--- config.mk ---
export PLATFORM = sky130hd
export DESIGN_NAME = mpu_issue_sched
export DESIGN_NICKNAME = d
export VERILOG_FILES = /design/src/rtl/mpu_issue_sched.sv
export SDC_FILE = /design/constraint.sdc
export NUM_CORES = 1
export LEC_CHECK = 0
export BUFFER_PORTS_ARGS = -buffer_cell sky130_fd_sc_hd__buf_2
export CORE_MARGIN = 2
export CORE_UTILIZATION = 35
export DETAILED_ROUTE_END_ITERATION = 8
export PLACE_DENSITY = 0.59
export SLEW_MARGIN = 20
export SYNTH_ARGS = -nofsm -noshare
export SYNTH_HDL_FRONTEND = slang
export SYNTH_SLANG_ARGS = --single-unit
export TNS_END_PERCENT = 1
--- constraint.sdc ---
create_clock -name clk_i -period 15.37 [get_ports clk_i]
set_input_delay 0.7685 -clock clk_i [delete_from_list [all_inputs] [get_ports clk_i]]
set_output_delay 0.7685 -clock clk_i [all_outputs]
set_load 0.01 [all_outputs]
--- src/rtl/mpu_issue_sched.sv ---
// Two-port issue scheduler for the MPU. It arbitrates between the ports round-robin,
// stalls on slot occupancy and vector-register hazards, and registers the issued command.
module mpu_issue_sched #(
  parameter  int VR_IND_WTH   = 4,
  parameter  int MRX_IND_WTH  = 5,
  parameter  int MRX_ADDR_WTH = 9,
  localparam int CMD_WTH      = 10 + 2 * (MRX_IND_WTH + MRX_ADDR_WTH) + VR_IND_WTH
) (
  input  logic                    clk_i,
  input  logic                    rstn_i,
  input  logic                    req0_valid_i,
  input  logic [CMD_WTH-1:0]      req0_cmd_i,
  output logic                    req0_ready_o,
  input  logic                    req1_valid_i,
  input  logic [CMD_WTH-1:0]      req1_cmd_i,
  output logic                    req1_ready_o,
  output logic [1:0]              mpu_code_o,
  output logic                    mpu_type_o,
  output logic [MRX_IND_WTH-1:0]  mpu_mrs0_index_o,
  output logic [MRX_ADDR_WTH-1:0] mpu_mrs0_addr_o,
  output logic [MRX_IND_WTH-1:0]  mpu_mrs1_index_o,
  output logic [MRX_ADDR_WTH-1:0] mpu_mrs1_addr_o,
  output logic [VR_IND_WTH-1:0]   mpu_vrd_index_o,
  output logic [6:0]              mpu_mac_len_o,
  output logic                    err_o,
  output logic                    idle_o
);

  localparam int NVR     = 1 << VR_IND_WTH;
  localparam int O_MRS0A = MRX_IND_WTH;
  localparam int O_MRS1I = MRX_IND_WTH + MRX_ADDR_WTH;
  localparam int O_MRS1A = 2 * MRX_IND_WTH + MRX_ADDR_WTH;
  localparam int O_VRD   = 2 * (MRX_IND_WTH + MRX_ADDR_WTH);
  localparam int O_LEN   = O_VRD + VR_IND_WTH;
  localparam int O_TYPE  = O_LEN + 7;
  localparam int O_CODE  = O_TYPE + 1;

  // Handshake: a command transfers on a rising edge where valid and ready are both high.
  // Ready never depends on the other port's ready and is held low while rstn_i is low.

  logic                    ptr_q, ptr_d;
  logic [6:0]              slot_q, slot_d;
  logic [7:0]              drain_q, drain_d;
  logic [7:0]              hz_q [NVR];
  logic [7:0]              hz_d [NVR];
  logic [1:0]              code_q, code_d;
  logic                    err_q, err_d;
  logic                    type_q;
  logic [MRX_IND_WTH-1:0]  mrs0i_q, mrs1i_q;
  logic [MRX_ADDR_WTH-1:0] mrs0a_q, mrs1a_q;
  logic [VR_IND_WTH-1:0]   vrd_q;
  logic [6:0]              len_q;

  logic [1:0]              code0, code1, sel_code;
  logic [VR_IND_WTH-1:0]   vrd0, vrd1, sel_vrd;
  logic                    haz0, haz1, elig0, elig1, grant0, grant1;
  logic                    accept, issue, sel_mmac;
  logic [CMD_WTH-1:0]      sel_cmd;
  logic [7:0]              len_ext, len_m1, drain_dec, drain_floor;

  always_comb begin
    code0  = req0_cmd_i[O_CODE +: 2];
    code1  = req1_cmd_i[O_CODE +: 2];
    vrd0   = req0_cmd_i[O_VRD +: VR_IND_WTH];
    vrd1   = req1_cmd_i[O_VRD +: VR_IND_WTH];
    haz0   = (code0 == 2'd3) && (hz_q[vrd0] != 8'd0);
    haz1   = (code1 == 2'd3) && (hz_q[vrd1] != 8'd0);
    elig0  = rstn_i && req0_valid_i && (slot_q == 7'd0) && !haz0;
    elig1  = rstn_i && req1_valid_i && (slot_q == 7'd0) && !haz1;
    grant0 = elig0 && (!ptr_q || !elig1);
    grant1 = elig1 && (ptr_q || !elig0);
  end

  assign req0_ready_o = grant0;
  assign req1_ready_o = grant1;

  always_comb begin
    accept   = grant0 || grant1;
    sel_cmd  = grant1 ? req1_cmd_i : req0_cmd_i;
    sel_code = sel_cmd[O_CODE +: 2];
    sel_vrd  = sel_cmd[O_VRD +: VR_IND_WTH];
    // Codes 1 and 3 are the only legal ones; bit 0 identifies them.
    issue    = accept && sel_code[0];
    sel_mmac = sel_code == 2'd3;
    // A length field of zero encodes 128.
    len_ext  = (sel_cmd[O_LEN +: 7] == 7'd0) ? 8'd128 : {1'b0, sel_cmd[O_LEN +: 7]};
    len_m1   = len_ext - 8'd1;
  end

  always_comb begin
    ptr_d = ptr_q;
    if (grant0) ptr_d = 1'b1;
    else if (grant1) ptr_d = 1'b0;

    slot_d = (slot_q != 7'd0) ? slot_q - 7'd1 : 7'd0;
    if (issue) slot_d = sel_mmac ? len_m1[6:0] : 7'd0;

    drain_dec   = (drain_q != 8'd0) ? drain_q - 8'd1 : 8'd0;
    drain_floor = sel_mmac ? len_ext + 8'd17 : 8'd18;
    drain_d     = drain_dec;
    if (issue && (drain_floor > drain_dec)) drain_d = drain_floor;

    for (int i = 0; i < NVR; i++) begin
      hz_d[i] = (hz_q[i] != 8'd0) ? hz_q[i] - 8'd1 : 8'd0;
      if (issue && (sel_vrd == VR_IND_WTH'(i))) hz_d[i] = sel_mmac ? len_ext + 8'd1 : 8'd2;
    end

    code_d = issue ? sel_code : 2'd0;
    err_d  = accept && !sel_code[0];
  end

  always_ff @(posedge clk_i) begin
    if (!rstn_i) begin
      ptr_q   <= 1'b0;
      slot_q  <= '0;
      drain_q <= '0;
      for (int i = 0; i < NVR; i++) hz_q[i] <= '0;
      code_q  <= '0;
      err_q   <= 1'b0;
      type_q  <= 1'b0;
      mrs0i_q <= '0;
      mrs0a_q <= '0;
      mrs1i_q <= '0;
      mrs1a_q <= '0;
      vrd_q   <= '0;
      len_q   <= '0;
    end else begin
      ptr_q   <= ptr_d;
      slot_q  <= slot_d;
      drain_q <= drain_d;
      for (int i = 0; i < NVR; i++) hz_q[i] <= hz_d[i];
      code_q  <= code_d;
      err_q   <= err_d;
      // Operand fields stay put between issues; illegal commands leave them untouched.
      if (issue) begin
        type_q  <= sel_cmd[O_TYPE];
        mrs0i_q <= sel_cmd[0 +: MRX_IND_WTH];
        mrs0a_q <= sel_cmd[O_MRS0A +: MRX_ADDR_WTH];
        mrs1i_q <= sel_cmd[O_MRS1I +: MRX_IND_WTH];
        mrs1a_q <= sel_cmd[O_MRS1A +: MRX_ADDR_WTH];
        vrd_q   <= sel_vrd;
        len_q   <= sel_cmd[O_LEN +: 7];
      end
    end
  end

  assign mpu_code_o       = code_q;
  assign mpu_type_o       = type_q;
  assign mpu_mrs0_index_o = mrs0i_q;
  assign mpu_mrs0_addr_o  = mrs0a_q;
  assign mpu_mrs1_index_o = mrs1i_q;
  assign mpu_mrs1_addr_o  = mrs1a_q;
  assign mpu_vrd_index_o  = vrd_q;
  assign mpu_mac_len_o    = len_q;
  assign err_o            = err_q;
  assign idle_o           = (drain_q == 8'd0) && (slot_q == 7'd0) && !issue;

endmodule

==> flow_summary.json <==
{
  "drt_first_pass_iters": 6,
  "worstPathArrival_ps": 7150,
  "synth_fa_ha_area_share_pct": 3.105,
  "top_usage_layer": "met2",
  "critPathCaptureType": "flip-flop",
  "io_pins": 134,
  "clockBufferDepth": 2,
  "async_flop_share_pct": 0,
  "grtUsageMet1_pct": 25.34,
  "grt_pass1_vias": 10268,
  "drive_gt1_share_pct": 15.92,
  "die_area_um2": 34860,
  "cap_violations": 0,
  "avgRoutedWirePerCell_um": 16.92,
  "cts_buffers": 17,
  "leakage_nw": 5.323,
  "std_cell_rows": 66,
  "cp_max_fo": 25,
  "ir_worst_vdd_mv": 0.08890,
  "finalHoldViolations": 0,
  "start_util_pct": 35.73,
  "synth_warnings": 0,
  "cts_setup_buffers": 0,
  "critical_path_buf_inv_count": 3,
  "synth-seq-cells": 187,
  "die_h_um": 186.7,
  "cts-root-buf": "clkbuf_16",
  "netlist_instances": 1446,
  "post-route-util_pct": 40.27,
  "via_per_inst": 5.444,
  "synth_nets": 1563,
  "setup_violations": 0,
  "final.period_utilization_pct": 44.39,
  "drc_errors": 0,
  "antenna_found_initial": 3,
  "synth.area.mux_share_pct": 9.401,
  "met3_usage_pct": 3.649,
  "clk_pin_slew_ps": 70,
  "cts_tree": "done",
  "ys.flop_type": "dfxtp_1",
  "routed_wl_um": 33470,
  "powerDensity_nw_per_um2": 188.0,
  "cp_slowest_cell": "or4_1",
  "final_common_cell": "dfxtp_1",
  "syn_avg_cell_area_um2": 8.081,
  "r2r_slack_ps": 8550,
  "synth_cell_types": 78,
  "overflow": 0,
  "final_nets": 1638,
  "grt_use_total_pct": 19.07,
  "max_clock_freq_mhz": 146.6,
  "rsz0062_at_grt": "no",
  "synthTopCellsByArea": "dfxtp_1, mux2i_1, nor2_1, nand2_1, a21oi_1",
  "cts_htree_levels": 4,
  "cp_cell_sequence": "or4_1, or2_1, o221ai_1, o211ai_1, o21ai_2, nand2_2, inv_2, mux2i_1, ha_1, inv_1, or4_1, a21oi_1, mux2_2, inv_1, ha_1, nor2b_1, o21a_1, o21a_1, o21a_1, o21bai_1, a22oi_1, o21ai_1, o211a_1",
  "drv_slew": 0,
  "clk_latency_ps": 450,
  "critPathKind": "reg -> reg",
  "grt_pass1_wl_um": 54310,
  "synth-edff-count": 0,
  "synth_top_family_by_area": "simple AND/OR/NAND/NOR gates",
  "max-slew-margin-rel_pct": 26.97,
  "drt_iter0_drc": 788,
  "gp_congestion": 0.9173,
  "ys_seq_area_share_pct": 32.04,
  "place.port_buffers": 133,
  "startpoint_type": "flip-flop",
  "synthXorXnorAreaFrac_pct": 4.722,
  "clock-sinks": 187,
  "worst_slew_pin_slew_ps": 1095,
  "final.min_clock_period_ps": 6823,
  "grt_max_degree": 78,
  "vias": 10769,
  "use_met2_pct": 31.07,
  "max_stage_delay_ps": 600,
  "fin_setup_tns_ps": 0,
  "final_cells": 1978,
  "synth_area_um2": 11680,
  "syn_to_final_growth_pct": 12.71,
  "yosys.area.top_type": "dfxtp_1",
  "layout_common_cells": "dfxtp_1, nor2_1, nand2_1",
  "cts_resized": 0,
  "outcome": "completed",
  "ant_nets": 0,
  "dp_cells": 1944,
  "ctsHoldBuffers": 0,
  "fin_skew_ps": 15.64,
  "dp_hpwl_um": 22840,
  "fin_hold_ws_ps": 485.3,
  "yosys.area_share.simple_pct": 25.77,
  "cp_common_cell": "o21a_1",
  "die_x_um": 186.7,
  "crit_family": "compound AO/OA/AOI/OAI gates",
  "core_um2": 32700,
  "synth_compound_area_share_pct": 19.16,
  "cp_data_required_time_ps": 15700,
  "hold_class": "reg -> reg",
  "yosysTopAreaCellShare_pct": 32.04
}
Yosys cell counts, types with 11 or more instances:
master      n
dfxtp_1   187
nor2_1    171
nand2_1   142
mux2i_1    90
a21oi_1    87
or3_1      59
a211oi_1   56
inv_1      53
clkbuf_1   51
nand3_1    48
nor3_1     46
xnor2_1    45
o21ai_0    41
nor4_1     39
ha_1       29
buf_2      20
o31ai_1    19
xor2_1     18
nand2b_1   14
or4_1      14
mux2_2     12
nand4_1    11
per-layer routing:
metal / up-vias / share of wire [%]
li1: 5391 / -
met3: 52 / 5.1
met2: 277 / 46
met5: - / 0.045
met1: 5047 / 46
met4: 2 / 2.5
area by class of cell:
class	count	area [um^2]
multi-input cells	1113	7287
clock buffers	22	494.2
flip-flops and latches	187	3744
fillers	3387	19530
clock inverters	9	101.3
repair buffers	148	778.2
inverters	54	205.2
well taps	442	553.0
diodes	3	7.507
cell families (layout without fill, tap and decap cells):
family	count (synthesis)	count (layout)
flip-flops	187	187
other	0	3
AO/OA/AOI/OAI	309	309
multiplexers	107	107
XOR/XNOR	63	63
buffers and inverters	146	233
AND/OR/NAND/NOR	605	605
adder cells (fa/ha/maj)	29	29
worst paths after layout:
| kind | start | to | cells after the start |
|---|---|---|---|
| worst min-delay path | slot_q[0] | slot_q[0] | 1 |
| worst max-delay path | hz_q[10][4] | drain_q[5] | 23 |
| worst min register to register | slot_q[0] | slot_q[0] | 1 |
| worst max register to register | hz_q[10][4] | drain_q[5] | 23 |
sequential cells by signal, summed over array words and instances (netlist names):
name and flops:
drain_q 8, mpu_mrs0_index_o 5, err_o 1, mpu_code_o 2, slot_q 7, mpu_vrd_index_o 4, mpu_mac_len_o 7, mpu_mrs1_index_o 5
mpu_mrs0_addr_o 9, hz_q 128, mpu_type_o 1, ptr_q 1, mpu_mrs1_addr_o 9
where the power goes:
part | internal [mW] | switching (mW) | leakage (nW)
Combinational | 0.565 | 0.687 | 3.50
Clock | 0.248 | 0.203 | 0.292
Sequential | 0.636 | 0.137 | 1.54
Total | 1.45 | 1.03 | 5.32
metrics by stage:
stage | power (mW) | cell area [um^2] | worst slack (ps)
after floorplan | 1.743 | 11690 | 9573
after global placement | 1.995 | 12540 | 8562
after detailed placement | 2.019 | 12550 | 8262
after CTS | 2.480 | 13150 | 8600
after global routing | 2.700 | 13160 | 7921
final | 2.477 | 13170 | 8547
No activity file was read; power rests on OpenSTA's default activity.
